File: config.mk
export PLATFORM = sky130hd
export DESIGN_NAME = bp_update_scheduler
export DESIGN_NICKNAME = d
export VERILOG_FILES = /design/src/rtl/bp_update_scheduler.sv
export SDC_FILE = /design/constraint.sdc
export NUM_CORES = 1
export LEC_CHECK = 0
export BUFFER_PORTS_ARGS = -buffer_cell sky130_fd_sc_hd__buf_2
export CAP_MARGIN = 10
export CORE_AREA = 2 2 101 103
export DETAILED_ROUTE_END_ITERATION = 6
export DIE_AREA = 0 0 103 105
export PLACE_DENSITY_LB_ADDON = 0.3
export SYNTH_ARGS = -nofsm -noshare
export SYNTH_HDL_FRONTEND = slang
export SYNTH_SLANG_ARGS = --single-unit
File: constraint.sdc
create_clock -name clk -period 2.7 [get_ports clk]
set_clock_uncertainty 0.05 [all_clocks]
set_input_delay 0.405 -clock clk [delete_from_list [all_inputs] [get_ports clk]]
set_output_delay 0.405 -clock clk [all_outputs]
set_load 0.02 [all_outputs]
File: src/rtl/bp_update_scheduler.sv
// bp_update_scheduler
// Owns the single port of the 2-bit branch-predictor counter table. It
// arbitrates fetch lookups against ROB training updates. Updates are queued
// in a small FIFO and applied as a read followed by a write. After reset the
// table is swept to weakly-not-taken. A starvation counter bounds how long
// fetch may keep the queued work off the port.
// Optional feature macro: BP_STATS_EN adds push statistics counters. When it
// is undefined, the statistics outputs are tied to zero.
module bp_update_scheduler #(
    parameter int DEPTH        = 4,
    parameter int IDXW         = 8,
    parameter int STARVE_LIMIT = 3,
    parameter int XLEN         = 32
) (
    input  logic            clk,
    input  logic            rst,
    input  logic            rdy,
    input  logic            flush,
    input  logic            fet_req,
    input  logic [XLEN-1:0] fet_pc,
    output logic            fet_gnt,
    input  logic            rob_bp_enable,
    input  logic [XLEN-1:0] rob_bp_inst_addr,
    input  logic            rob_bp_jump,
    input  logic            rob_bp_correct,
    output logic            sch_full,
    output logic            tbl_req,
    output logic            tbl_we,
    output logic [IDXW-1:0] tbl_idx,
    output logic [1:0]      tbl_wdata,
    input  logic [1:0]      tbl_rdata,
    output logic [XLEN-1:0] bp_total_cnt,
    output logic [XLEN-1:0] bp_correct_cnt
);

    localparam int AW = (DEPTH > 1) ? $clog2(DEPTH) : 1;
    localparam int SW = $clog2(STARVE_LIMIT + 1);

    typedef enum logic [1:0] {
        ST_INIT = 2'd0,
        ST_IDLE = 2'd1,
        ST_WR   = 2'd2
    } state_t;

    // Saturating 2-bit counter step toward the resolved outcome.
    function automatic logic [1:0] sat_update(input logic [1:0] cur, input logic jump);
        logic [1:0] res;
        if (jump) begin
            if (cur != 2'b11) res = cur + 2'b01;
            else              res = cur;
        end else begin
            if (cur != 2'b00) res = cur - 2'b01;
            else              res = cur;
        end
        return res;
    endfunction

    state_t          state_r;
    state_t          state_nxt_s;
    logic [IDXW-1:0] sweep_r;
    logic [IDXW-1:0] idx_mem_r [DEPTH];
    logic            jump_mem_r [DEPTH];
    logic [AW-1:0]   rd_ptr_r;
    logic [AW-1:0]   wr_ptr_r;
    logic [AW:0]     count_r;
    logic [SW-1:0]   starve_r;
    logic [1:0]      hold_r;
    logic            wr_first_r;

    logic [IDXW-1:0] head_idx_s;
    logic            head_jump_s;
    logic [1:0]      cur_val_s;
    logic [1:0]      new_val_s;
    logic            pending_s;
    logic            grant_s;
    logic            push_s;
    logic            pop_s;
    logic            unused_s;

    // Address bits outside the index field do not affect the table.
    assign unused_s = ^{fet_pc[XLEN-1:IDXW+1], fet_pc[0],
                        rob_bp_inst_addr[XLEN-1:IDXW+1], rob_bp_inst_addr[0],
                        rob_bp_correct};

    assign head_idx_s  = idx_mem_r[rd_ptr_r];
    assign head_jump_s = jump_mem_r[rd_ptr_r];
    assign sch_full    = rst || (state_r == ST_INIT) || (count_r == (AW+1)'(DEPTH));
    assign pending_s   = ((state_r == ST_IDLE) && (count_r != '0)) || (state_r == ST_WR);
    assign grant_s     = pending_s && (!fet_req || (starve_r == SW'(STARVE_LIMIT)));
    assign push_s      = !rst && rdy && rob_bp_enable && !flush && !sch_full;
    assign pop_s       = !rst && rdy && grant_s && (state_r == ST_WR);

    // Read data is live on the first WR cycle. Later cycles use the captured
    // copy because fetch may have used the port in between.
    always_comb begin
        cur_val_s = 2'b00;
        if (wr_first_r) cur_val_s = tbl_rdata;
        else            cur_val_s = hold_r;
        new_val_s = sat_update(cur_val_s, head_jump_s);
    end

    // State register.
    always_ff @(posedge clk) begin
        if (rst)      state_r <= ST_INIT;
        else if (rdy) state_r <= state_nxt_s;
        else          state_r <= state_r;
    end

    // Next-state logic and table port arbitration.
    always_comb begin
        state_nxt_s = state_r;
        tbl_req     = 1'b0;
        tbl_we      = 1'b0;
        tbl_idx     = '0;
        tbl_wdata   = 2'b00;
        fet_gnt     = 1'b0;
        if (rst) begin
            tbl_req   = 1'b1;
            tbl_we    = 1'b1;
            tbl_wdata = 2'b01;
        end else if (!rdy) begin
            state_nxt_s = state_r;
        end else begin
            case (state_r)
                ST_INIT: begin
                    tbl_req   = 1'b1;
                    tbl_we    = 1'b1;
                    tbl_idx   = sweep_r;
                    tbl_wdata = 2'b01;
                    if (sweep_r == {IDXW{1'b1}}) state_nxt_s = ST_IDLE;
                    else                         state_nxt_s = ST_INIT;
                end
                ST_IDLE, ST_WR: begin
                    if (grant_s) begin
                        tbl_req = 1'b1;
                        tbl_idx = head_idx_s;
                        if (state_r == ST_WR) begin
                            tbl_we      = 1'b1;
                            tbl_wdata   = new_val_s;
                            state_nxt_s = ST_IDLE;
                        end else begin
                            state_nxt_s = ST_WR;
                        end
                    end else if (fet_req) begin
                        fet_gnt = 1'b1;
                        tbl_req = 1'b1;
                        tbl_idx = fet_pc[IDXW:1];
                    end else begin
                        tbl_req = 1'b0;
                    end
                end
                default: state_nxt_s = ST_INIT;
            endcase
        end
    end

    // Sweep index for the post-reset table initialisation.
    always_ff @(posedge clk) begin
        if (rst)                             sweep_r <= '0;
        else if (rdy && state_r == ST_INIT)  sweep_r <= sweep_r + {{(IDXW-1){1'b0}}, 1'b1};
        else                                 sweep_r <= sweep_r;
    end

    // FIFO storage. Contents need no reset because the pointers gate them.
    always_ff @(posedge clk) begin
        if (push_s) begin
            idx_mem_r[wr_ptr_r]  <= rob_bp_inst_addr[IDXW:1];
            jump_mem_r[wr_ptr_r] <= rob_bp_jump;
        end
    end

    // FIFO pointers and occupancy; a simultaneous push and pop leaves the count unchanged.
    always_ff @(posedge clk) begin
        if (rst) begin
            rd_ptr_r <= '0;
            wr_ptr_r <= '0;
            count_r  <= '0;
        end else begin
            if (push_s) wr_ptr_r <= wr_ptr_r + {{(AW-1){1'b0}}, 1'b1};
            if (pop_s)  rd_ptr_r <= rd_ptr_r + {{(AW-1){1'b0}}, 1'b1};
            case ({push_s, pop_s})
                2'b10:   count_r <= count_r + {{AW{1'b0}}, 1'b1};
                2'b01:   count_r <= count_r - {{AW{1'b0}}, 1'b1};
                default: count_r <= count_r;
            endcase
        end
    end

    // Starvation counter: counts denied cycles of a pending operation.
    always_ff @(posedge clk) begin
        if (rst) begin
            starve_r <= '0;
        end else if (rdy && pending_s) begin
            if (grant_s)                              starve_r <= '0;
            else if (starve_r != SW'(STARVE_LIMIT))   starve_r <= starve_r + {{(SW-1){1'b0}}, 1'b1};
            else                                      starve_r <= starve_r;
        end else begin
            starve_r <= starve_r;
        end
    end

    // Capture the read result on the first WR cycle and hold it until the write is granted.
    always_ff @(posedge clk) begin
        if (rst) begin
            hold_r     <= 2'b00;
            wr_first_r <= 1'b0;
        end else if (rdy) begin
            if (state_r == ST_IDLE && grant_s) begin
                wr_first_r <= 1'b1;
            end else if (state_r == ST_WR && wr_first_r) begin
                hold_r     <= tbl_rdata;
                wr_first_r <= 1'b0;
            end
        end
    end

`ifdef BP_STATS_EN
    logic [XLEN-1:0] total_r;
    logic [XLEN-1:0] correct_r;

    // Statistics on accepted pushes; both counters wrap.
    always_ff @(posedge clk) begin
        if (rst) begin
            total_r   <= '0;
            correct_r <= '0;
        end else if (push_s) begin
            total_r <= total_r + {{(XLEN-1){1'b0}}, 1'b1};
            if (rob_bp_correct) correct_r <= correct_r + {{(XLEN-1){1'b0}}, 1'b1};
        end
    end

    assign bp_total_cnt   = total_r;
    assign bp_correct_cnt = correct_r;
`else
    assign bp_total_cnt   = '0;
    assign bp_correct_cnt = '0;
`endif

endmodule

-- Word level (Yosys, flattened, before mapping)
Memories as Yosys holds them, arrays and structs flattened. A register that Yosys moved wholly into a read port is not among the register bits.
Cells that the tools add are included.
- $add $sub $neg: 8
- eq/ne operators: 10
- multiplexer cells: 43
- bitwise logic cells: 1
- reduce and logical (&&, ||, !) cells: 31
- operators with widths (cell ; number):
    2-bit 2-to-1 mux ; 16
    8-bit 2-to-1 mux ; 4
    1-bit 2-to-1 mux ; 17
    8-bit one-hot mux with 2 select lines ; 1
    1-bit logical AND ; 12
    2-bit by 1-bit adder with 2-bit output, second input constant ; 4
    8-bit by 1-bit adder with 8-bit output, second input constant ; 1
    8-bit equality test, second input constant ; 1
    2-bit one-hot mux with 2 select lines ; 2
    2-bit nonzero test ; 4
    2-bit equality test, second input constant ; 3
    2-bit inequality test, second input constant ; 3
    3-bit one-hot mux with 2 select lines ; 1
    2-bit AND reduction ; 3
    2-bit by 1-bit equality test with 1-bit output, second input constant ; 2
    1-bit logical NOT ; 4
    1-bit logical OR ; 4
    1-bit one-hot mux with 2 select lines ; 2
    3-bit by 1-bit adder with 3-bit output, second input constant ; 1
    3-bit equality test, second input constant ; 1
    3-bit AND reduction ; 1
    3-bit nonzero test ; 1
    3-bit by 1-bit subtractor with 3-bit output, second input constant ; 1
    2-bit logical NOT ; 1
    3 further kinds ; 3
- register bits after elaboration: 22
- bits in writable memories: 36
- input port bits: 74
- output and inout port bits: 78
- logic and storage cells: 103
- memories: 2
- memories (memory ; depth ; bits a word ; read ports ; clocked after Yosys merged registers in ; write ports ; line ; RTL):
    idx_mem_r ; 4 ; 8 ; 1 ; 1 ; 1 ; 61 ; logic [IDXW-1:0] idx_mem_r [DEPTH];
    jump_mem_r ; 4 ; 1 ; 1 ; 1 ; 1 ; 62 ; logic jump_mem_r [DEPTH];

-- Depth between registers and ports, before layout
Gate-level depths: netlist (run 1).
- depth in word-level cells: 9
- mapped depth: 11
- depth with buffers taken out: 11

-- Least setup slack after synthesis (run 1)
Ideal clock, no wire load.
- path type: reg2reg
- start: reg state_r[1]
- end: reg count_r[2]
- library setup time: 0.070 ns
- data arrival time: 2.335 ns
- data required time: 2.580 ns
- slack: 0.244 ns
- cell stages (with the launch flop): 12
- buffers on the path: 0
- clock period less this slack: 2.456 ns
- path through: dfxtp_1 -> inv_1 -> ha_1 -> a311o_1 -> nor2_2 -> inv_1 -> ha_1 -> inv_1 -> fa_1 -> xor2_1 -> or3_1 -> a21oi_1
- elaborated cells on any way between the ends: 16
- those cells by class: 4 x eq/ne; 1 x mux; 11 x reduce/logical
- RTL lines (item ; line ; RTL):
    start, declared ; 58 ; state_t state_r;
    start signal, assigned ; 105 ; else if (rdy) state_r <= state_nxt_s;
    start signal, assigned ; 106 ; else state_r <= state_r;
    2-bit logical NOT (*) ; 87 ; assign sch_full = rst || (state_r == ST_INIT) || (count_r == (AW+1)'(DEPTH));
    1-bit logical OR (*) (2 in series) ; 87 ;
    named net sch_full ; 26 ; output logic sch_full,
    1-bit logical NOT (*) ; 90 ; assign push_s = !rst && rdy && rob_bp_enable && !flush && !sch_full;
    1-bit logical AND (*) ; 90 ;
    2-bit by 1-bit equality test with 1-bit output or 2-bit equality test (tied branches) ; 181 ; case ({push_s, pop_s})
    3-bit one-hot mux with 2 select lines or 2-bit nonzero test (tied branches) ; n/a ;
    end signal, assigned ; 182 ; 2'b10: count_r <= count_r + {{AW{1'b0}}, 1'b1};
    end signal, assigned ; 183 ; 2'b01: count_r <= count_r - {{AW{1'b0}}, 1'b1};
    end signal, assigned ; 184 ; default: count_r <= count_r;
    end, declared ; 65 ; logic [AW:0] count_r;
Mark *: on every way through the listed nets, which the timed path passes. The rest lies on a longest branch.
A chain may end at the register's enable or synchronous reset.

-- Final worst setup path (run 1)
- start: reg state_r[0]
- end: out tbl_idx[3]
- cells in the longest elaborated chain, start to end: 8
- elaborated cells on any way between the ends: 11
- those cells by class: 2 x eq/ne; 4 x mux; 5 x reduce/logical
- ends and longest elaborated chain (item ; line ; RTL):
    2-bit by 1-bit equality test with 1-bit output ; 88, 124 ;
    1-bit logical AND ; 88 ; assign pending_s = ((state_r == ST_IDLE) && (count_r != '0)) || (state_r == ST_WR);
    1-bit logical OR ; 88 ;
    1-bit logical AND ; 89 ; assign grant_s = pending_s && (!fet_req || (starve_r == SW'(STARVE_LIMIT)));
    8-bit 2-to-1 mux ; 134 ; if (grant_s) begin
    8-bit one-hot mux with 2 select lines (*) ; 124 ; case (state_r)
    8-bit 2-to-1 mux (*) ; 121 ; end else if (!rdy) begin
    8-bit 2-to-1 mux (*) ; 117 ; if (rst) begin
    end, declared ; 29 ; output logic [IDXW-1:0] tbl_idx,
Every way passes the cells marked *; elsewhere a longest branch is shown, timed or not.

==> results.json, run 1 <==
{
  "grt_pass1_wl_um": 8960,
  "status": "completed",
  "period_needed_ns": 2.55,
  "crit_slowest_cell": "dfxtp_2",
  "synth_commonest_cells": "buf_4 (64), edfxtp_1 (36), dfxtp_1 (24)",
  "synth_top_area_cell": "edfxtp_1",
  "max-slew-margin-rel": 0.664,
  "cts_made_buffers": 9,
  "netlist_top_cells_area": "edfxtp_1 (33%), dfxtp_1 (14%), buf_4 (14%), mux4_1 (6.3%), ha_1 (4.2%)",
  "ir_drop_mv": 0.384,
  "wl_per_cell_um": 11.9,
  "synthCells": 298,
  "path_clk_slew_ns": 0.07,
  "hold_viol_final": 0,
  "cp.arrival_ns": 2.10,
  "drt_iter0_drc": 90,
  "worst-setup-path-type": "flop to output pin",
  "grt_pass1_vias": 1859,
  "synth_ff_type": "edfxtp_1",
  "grt_max_degree": 23,
  "power_w": 0.00203,
  "wl_um": 5760,
  "drive_gt1_frac": 0.218,
  "cts.sinks": 60,
  "fillers": 926,
  "rsz0062_at_grt": "no",
  "gp_congestion": 0.768,
  "track_usage": 0.109,
  "setup-violations-final": 0,
  "synth_area_mm2": 0.00332,
  "cp_top_family": "buffers and inverters",
  "startpoint_type": "flop",
  "area_growth_pct": 12.3,
  "io_pins": 152,
  "row_count": 36,
  "die_h_um": 105,
  "drc": 0,
  "htree_levels": 3,
  "synthMostInstantiatedCell": "buf_4",
  "slowest_delay_ns": 0.36,
  "vias_per_cell": 4.32,
  "ys_seq_area_frac": 0.471,
  "yosys.area.top_type_share": 0.326,
  "whs_ns": 0.225,
  "ys_types": 43,
  "fin_crit_sh": 0.946,
  "antenna_cells": 0,
  "worstPathCellList": "inv_1 -> ha_4 -> nor4_4 -> o311a_1 -> buf_12 -> nand2_1 -> a21oi_1 -> buf_2",
  "hpwl_um": 4230,
  "cap_violations": 0,
  "antenna_found_initial": 0,
  "clk_latency_ns": 0.34,
  "cts-root-buf": "clkbuf_8",
  "multiInputGateArea_mm2": 0.00146,
  "leakagePower_nw": 1.43,
  "fmax_ghz": 0.392,
  "first_pass_iters": 4,
  "nets": 434,
  "critPathMaxFanout": 9,
  "slew_viol_final": 0,
  "async_flop_share": 0,
  "ant_nets": 0,
  "die_w_um": 103,
  "io_buffer_count": 38,
  "synth_edf_count": 36,
  "seq_area_mm2": 0.00157,
  "vias": 2101,
  "end_kind": "output pin",
  "worstMarginPinSlew_ns": 0.504,
  "synth_seq_cells": 60,
  "worst-path-buf-inv": 3,
  "cts_tree": "done",
  "ctsLongestPathBuffers": 2,
  "power_density_mw_per_mm2": 544,
  "core-area_mm2": 0.00964,
  "die_area_mm2": 0.0108,
  "start_util": 0.344,
  "cp.required_ns": 2.25,
  "min_path_type": "input port to flop",
  "grt_overflow": 0,
  "setup_tns_ns": 0,
  "yosys_warnings": 0,
  "avgSynthCellArea_um2": 11.1
}
layout make-up:
| type | instances | area share |
|---|---|---|
| Clock buffer | 9 | 0.0333 |
| Clock inverter | 7 | 0.0202 |
| Inverter | 12 | 0.0121 |
| Multi-Input combinational cell | 216 | 0.392 |
| Sequential cell | 60 | 0.421 |
| Tap cell | 133 | 0.0447 |
| Timing Repair Buffer | 49 | 0.0773 |
layer usage:
layer,wire (um),part of all wire,GRT usage,up-vias
li1,-,-,-,1036
met1,2370,0.41,0.123,986
met4,78,0.014,0.0423,0
met2,3040,0.53,0.191,70
met5,0,0,0,-
met3,272,0.047,0.0321,9
flip-flops by register name, indices dropped and copies added (netlist names), named ones only:
signal / cells
state_r: 2
wr_ptr_r: 2
idx_mem_r: 32
count_r: 3
hold_r: 2
jump_mem_r: 4
wr_first_r: 1
rd_ptr_r: 2
sweep_r: 8
starve_r: 2
stage by stage:
| stage | util | worst slack [ns] | cells | instance area [um^2] |
|---|---|---|---|---|
| 3_5_place_dp | 0.359 | 0.0485 | 468 | 3460 |
| 2_1_floorplan | - | 0.244 | 361 | 3550 |
| 4_1_cts | 0.383 | 0.00376 | 485 | 3690 |
| 3_3_place_gp | 0.359 | 0.0574 | 468 | 3460 |
| 5_1_grt | 0.386 | 0.0153 | 486 | 3720 |
| 6_report | 0.386 | 0.147 | 486 | 3720 |
worst reg2reg max path, stage by stage, from the launching register on:
cell and delay [ns]:
dfxtp_2 0.40, inv_1 0.08, ha_1 0.22, a311o_1 0.35
nor2_2 0.15, inv_1 0.05, ha_1 0.22, inv_1 0.07
fa_1 0.17, xor2_1 0.07, or3_1 0.30, a21oi_1 0.14
power by group:
| group | internal [W] | switching, W |
|---|---|---|
| sequential | 0.000976 | 0.00000941 |
| combinational | 0.0000641 | 0.000168 |
| clock | 0.000432 | 0.000377 |
| total | 0.00147 | 0.000555 |
worst paths after layout:
path	start	to	slack, ns	cells after the start
min	rob_bp_inst_addr[3]	idx_mem_r[2][2]	0.22	1
min reg2reg	starve_r[0]	starve_r[0]	0.43	2
max reg2reg	state_r[1]	count_r[2]	0.36	11
max	state_r[0]	tbl_idx[3]	0.15	8
kinds of logic after synthesis:
logic type,count (synthesis),synth area share
multiplexers,16,0.0921
other,1,0.00113
adder cells (fa/ha/maj),13,0.0509
buffers and inverters,85,0.172
AO/OA/AOI/OAI,41,0.0743
XOR/XNOR,9,0.0238
flip-flops,60,0.471
AND/OR/NAND/NOR,73,0.115
placed cells by master, fill, tap and decap left out, drive strengths merged, types with 5 or more instances in the layout:
cell,instances
nor2,19
edfxtp,36
mux4,9
xor2,7
ha,11
inv,14
or3,6
conb,64
and2,5
nand3,5
clkbuf,9
dfxtp,24
buf,49
a22oi,8
mux2i,5
nand2,18
o21ai,6
a21oi,22
repair_timing:
action | CTS | global route
hold buffers | 0 | 0
gates resized for setup | 3 | 7
pin swaps | 1 | 2
setup buffers | 1 | 1
setup endpoints to repair | 8 | 9
Power figures use the tool's default switching activity.
==> run 2, diff against run 1 <==
==> constraint.sdc (replaced) <==
create_clock -name clk -period 2.5 [get_ports clk]
set_clock_uncertainty 0.05 [all_clocks]
set_input_delay 0.375 -clock clk [delete_from_list [all_inputs] [get_ports clk]]
set_output_delay 0.375 -clock clk [all_outputs]
set_load 0.02 [all_outputs]
==> run 2 against run 1 <==
  * Global-route usage grew 0.66 points
  * Via count grew 2.7%
  * Hold slack lost 0.028 ns
  * Final area grew 2.4%
  * Critical path depth is the same
  * Critical endpoint is now tbl_idx[6]
  * Worst setup slack lost 0.060 ns
  * First-iteration DRC count shrank 38%
  * Largest cell class unchanged
  * Die area is the same
  * Core utilization grew 0.92 points
  * Non-clock buffer count grew 7
  * Cell count grew 1.4%
==> results.json, run 2 (same netlist as run 1, synthesis figures left out) <==
{
  "status": "completed",
  "core-area_mm2": 0.00964,
  "path_clk_slew_ns": 0.07,
  "hold_path_end": "idx_mem_r[0][3]",
  "first_pass_iters": 4,
  "power_frac_clock": 0.424,
  "cp.required_ns": 2.08,
  "min_path_type": "input port to flop",
  "use_met1": 0.133,
  "cts_tree": "done",
  "startpoint_type": "flop",
  "cap_violations": 0,
  "cts.sinks": 60,
  "fin_crit_sh": 0.965,
  "ant_nets": 0,
  "drive_gt1_frac": 0.236,
  "grt_pass1_wl_um": 9470,
  "top_usage_layer": "met2",
  "vias_per_cell": 4.38,
  "hold_buffers": 0,
  "end_kind": "output pin",
  "area_growth_pct": 14.9,
  "leakagePower_nw": 1.47,
  "r2r_start": "state_r[0]",
  "vias": 2158,
  "utilization": 0.395,
  "setup-violations-final": 0,
  "power_frac_seq": 0.462,
  "nets": 441,
  "wl_um": 5960,
  "fin_ws_ns": 0.0868,
  "pre_cts_slack_ns": -0.0921,
  "grt_max_degree": 28,
  "min-delay-start": "rob_bp_inst_addr[4]",
  "ir_drop_mv": 0.356,
  "rsz0062_at_grt": "yes",
  "r2r_cells": 11,
  "power_density_mw_per_mm2": 604,
  "sw_frac_of_total": 0.263,
  "die_area_mm2": 0.0108,
  "critPathMaxFanout": 9,
  "grt_use_met2": 0.197,
  "largest_register": "idx_mem_r",
  "largest_reg_flops": 32,
  "whs_ns": 0.197,
  "worst-setup-path-type": "flop to output pin",
  "start_util": 0.344,
  "io_buffer_count": 38,
  "p_switching_w": 0.000605,
  "r2r_slack_ns": 0.17,
  "htree_levels": 3,
  "mostFrequentLayoutCells": "conb_1 (64), edfxtp_1 (36), buf_2 (35)",
  "cp.arrival_ns": 1.99,
  "io_pins": 152,
  "wl_per_cell_um": 12.1,
  "layout_commonest_cell": "conb_1",
  "antenna_found_initial": 0,
  "grt_overflow": 0,
  "reg.largest.list": "idx_mem_r x32, sweep_r x8, jump_mem_r x4",
  "row_count": 36,
  "cts_made_buffers": 9,
  "grt_pass1_vias": 1938,
  "met3_usage": 0.0401,
  "gp_congestion": 0.776,
  "drt_iter0_drc": 56,
  "ctsLongestPathBuffers": 2,
  "clk_latency_ns": 0.35,
  "p_comb_frac": 0.114,
  "r2r_end": "count_r[2]",
  "slew_viol_final": 0,
  "die_h_um": 105,
  "power_w": 0.00230,
  "hpwl_um": 4330,
  "fmax_ghz": 0.414,
  "cts-root-buf": "clkbuf_8",
  "hold_viol_final": 0,
  "drc": 0,
  "track_usage": 0.116,
  "whs_path_depth": 1,
  "p_int_w": 0.00170,
  "die_w_um": 103,
  "period_needed_ns": 2.41,
  "antenna_cells": 0
}
## run 2: cell count changes in the layout (fill, tap and decap cells not counted), sizes merged
cell and change:
buf +7, clkinv -2, bufinv +1, clkinvlp +1
## run 2: metal layers
layer	vias to the layer above	routed length, um
li1	1049	-
met1	1014	2360
met2	86	3190
met3	9	331
met4	0	74
met5	-	0
## run 2: repair_timing
action / 4_1_cts / 5_1_grt
cloned: 0 / 0
resized for setup: 9 / 5
endpoints found under the hold margin: 0 / 0
pin swaps: 3 / 2
setup buffers: 2 / 0
setup endpoints to repair: 10 / 10
## run 2: layout make-up
cell class | instances | area [um^2]
repair buffers | 56 | 349
multi-input cells | 216 | 1460
clock buffers | 9 | 124
flip-flops and latches | 60 | 1560
fillers | 931 | 5830
clock inverters | 7 | 98.8
well taps | 133 | 166
inverters | 12 | 45.0
## run 2: worst max path at each step
stage                            from         end  slack [ns]  depth (start not counted)
after floorplan            state_r[1]  count_r[2]        0.04                         11
after global placement     state_r[0]  tbl_idx[1]       -0.07                          7
after detailed placement   state_r[0]  tbl_idx[6]       -0.09                          7
after CTS                  state_r[0]  tbl_idx[2]        0.01                          8
after global routing      starve_r[0]  tbl_idx[7]       -0.04                          7
final                      state_r[0]  tbl_idx[6]        0.09                          8
## run 2: power groups by stage
stage / Sequential (W) / Clock, W / Combinational, W
2_1_floorplan: 0.00108 / 0 / 0.000252
3_3_place_gp: 0.00108 / 0 / 0.000246
3_5_place_dp: 0.00108 / 0 / 0.000248
4_1_cts: 0.00106 / 0.00100 / 0.000256
5_1_grt: 0.00106 / 0.00105 / 0.000288
6_report: 0.00106 / 0.000976 / 0.000261
## run 2: critical path: stages, from the launching register on
cell,delay [ns]
dfxtp_2,0.36
inv_2,0.07
ha_4,0.18
nor4_4,0.26
o311a_1,0.26
buf_12,0.14
nand2_1,0.05
a21oi_1,0.13
buf_2,0.18
## run 2: per-stage QoR
stage	cells	setup TNS (ns)	cell area [um^2]
2_1_floorplan	361	0	3550
3_3_place_gp	475	-0.274	3520
3_5_place_dp	475	-0.463	3520
4_1_cts	493	0	3790
5_1_grt	493	-0.0849	3810
6_report	493	0	3810
==> run 3, diff against run 2 <==
--- a/config.mk
+++ b/config.mk
@@ -11,6 +11,8 @@
 export DETAILED_ROUTE_END_ITERATION = 6
 export DIE_AREA = 0 0 103 105
 export PLACE_DENSITY_LB_ADDON = 0.3
+export RECOVER_POWER = 25
 export SYNTH_ARGS = -nofsm -noshare
 export SYNTH_HDL_FRONTEND = slang
 export SYNTH_SLANG_ARGS = --single-unit
+export TNS_END_PERCENT = 5
==> run 3 against run 2 <==
  * Core utilization decreased by 0.10 points
  * Largest cell class unchanged
  * Count of clock-buffer cells in the layout unchanged
  * Worst setup slack about the same
  * Critical endpoint unchanged
  * Global-route usage unchanged
  * Final area decreased by 0.26%
  * Via count decreased by 0.28%
  * Highest routed layer unchanged
  * Register-to-register slack about the same
  * Cell count unchanged
  * Largest power group unchanged
  * Clock power about the same
  * Combinational power about the same
==> results.json, run 3 (same netlist as run 1, synthesis figures left out) <==
{
  "status": "completed",
  "critPathMaxFanout": 9,
  "vias": 2152,
  "p_int_w": 0.00169,
  "core-area_mm2": 0.00964,
  "grt_pass1_vias": 1938,
  "fin_crit_sh": 0.965,
  "sw_frac_of_total": 0.263,
  "worst-setup-path-type": "flop to output pin",
  "grt_max_degree": 28,
  "cts-root-buf": "clkbuf_8",
  "hold_buffers": 0,
  "reg.largest.list": "idx_mem_r x32, sweep_r x8, jump_mem_r x4",
  "die_w_um": 103,
  "slew_viol_final": 0,
  "row_count": 36,
  "wl_per_cell_um": 12.1,
  "power_density_mw_per_mm2": 605,
  "ir_drop_mv": 0.356,
  "cp.required_ns": 2.08,
  "clk_latency_ns": 0.35,
  "wl_um": 5960,
  "io_pins": 152,
  "fmax_ghz": 0.414,
  "p_switching_w": 0.000605,
  "utilization": 0.394,
  "leakagePower_nw": 1.45,
  "power_frac_seq": 0.463,
  "hpwl_um": 4330,
  "power_w": 0.00230,
  "grt_overflow": 0,
  "antenna_cells": 0,
  "ant_nets": 0,
  "htree_levels": 3,
  "start_util": 0.344,
  "power_frac_clock": 0.424,
  "hold_viol_final": 0,
  "io_buffer_count": 38,
  "drive_gt1_frac": 0.214,
  "track_usage": 0.116,
  "first_pass_iters": 4,
  "die_h_um": 105,
  "die_area_mm2": 0.0108,
  "largest_reg_flops": 32,
  "p_comb_frac": 0.113,
  "min_path_type": "input port to flop",
  "mostFrequentLayoutCells": "conb_1 (64), edfxtp_1 (36), buf_2 (27)",
  "setup-violations-final": 0,
  "nets": 441,
  "antenna_found_initial": 0,
  "period_needed_ns": 2.41,
  "grt_pass1_wl_um": 9470,
  "cts_tree": "done",
  "ctsLongestPathBuffers": 2,
  "cts_made_buffers": 9,
  "cts.sinks": 60,
  "cap_violations": 0,
  "largest_register": "idx_mem_r",
  "cp.arrival_ns": 1.99,
  "gp_congestion": 0.776,
  "rsz0062_at_grt": "yes",
  "startpoint_type": "flop",
  "end_kind": "output pin",
  "path_clk_slew_ns": 0.07,
  "area_growth_pct": 14.6,
  "vias_per_cell": 4.37,
  "drc": 0,
  "drt_iter0_drc": 56,
  "layout_commonest_cell": "conb_1"
}
-- run 3: cell types whose count changed in the layout (fill, tap and decap cells not counted) --
cell	change
clkbuf_1	+8
buf_2	-8
-- run 3: worst max-delay path, stage by stage, from the launching register on --
cell and delay (ns):
dfxtp_2 0.36, inv_2 0.07, ha_4 0.18, nor4_4 0.26, o311a_1 0.26, buf_12 0.14
nand2_1 0.05, a21oi_1 0.13, buf_2 0.18
-- run 3: through the flow --
| step | worst slack, ns | hold slack (ns) | cells | area (um^2) | setup TNS [ns] |
|---|---|---|---|---|---|
| floorplan | 0.0443 | 0.386 | 361 | 3550 | 0 |
| global placement | -0.0680 | 0.397 | 475 | 3520 | -0.274 |
| detailed placement | -0.0921 | 0.402 | 475 | 3520 | -0.463 |
| CTS | 0.0131 | 0.178 | 493 | 3790 | 0 |
| global route | -0.0390 | 0.194 | 493 | 3800 | -0.0849 |
| finish | 0.0868 | 0.221 | 493 | 3800 | 0 |
-- run 3: final timing paths --
check	start	to	slack, ns	cells past startpoint
setup / recovery	state_r[0]	tbl_idx[6]	0.09	8
hold reg to reg	starve_r[1]	starve_r[1]	0.41	2
hold / removal	rob_bp_inst_addr[7]	idx_mem_r[2][6]	0.22	1
setup reg to reg	state_r[0]	count_r[2]	0.17	11
-- run 3: cell type report --
type / instances / area, um^2
Clock buffer: 9 / 124
Timing Repair Buffer: 56 / 339
Inverter: 12 / 45.0
Clock inverter: 7 / 98.8
Sequential cell: 60 / 1560
Tap cell: 133 / 166
Fill cell: 938 / 5840
Multi-Input combinational cell: 216 / 1460
-- run 3: power by group through the flow --
stage | clock network [W] | logic, W | registers, W
2_1_floorplan | 0 | 0.000252 | 0.00108
3_3_place_gp | 0 | 0.000246 | 0.00108
3_5_place_dp | 0 | 0.000248 | 0.00108
4_1_cts | 0.00100 | 0.000256 | 0.00106
5_1_grt | 0.00105 | 0.000286 | 0.00106
6_report | 0.000976 | 0.000260 | 0.00106
-- run 3: what timing repair did --
action | in CTS | in global routing
setup endpoints to repair | 10 | 10
pin swaps | 3 | 2
buffers inserted | 2 | 0
resized for setup | 9 | 5
-- run 3: layer usage --
metal  wire length [um]  up-vias  global-route usage
li1                   -     1049                   -
met1               2350     1008               0.133
met2               3180       88               0.197
met3                361        7              0.0401
met4                 72        0              0.0423
met5                  0        -                   0
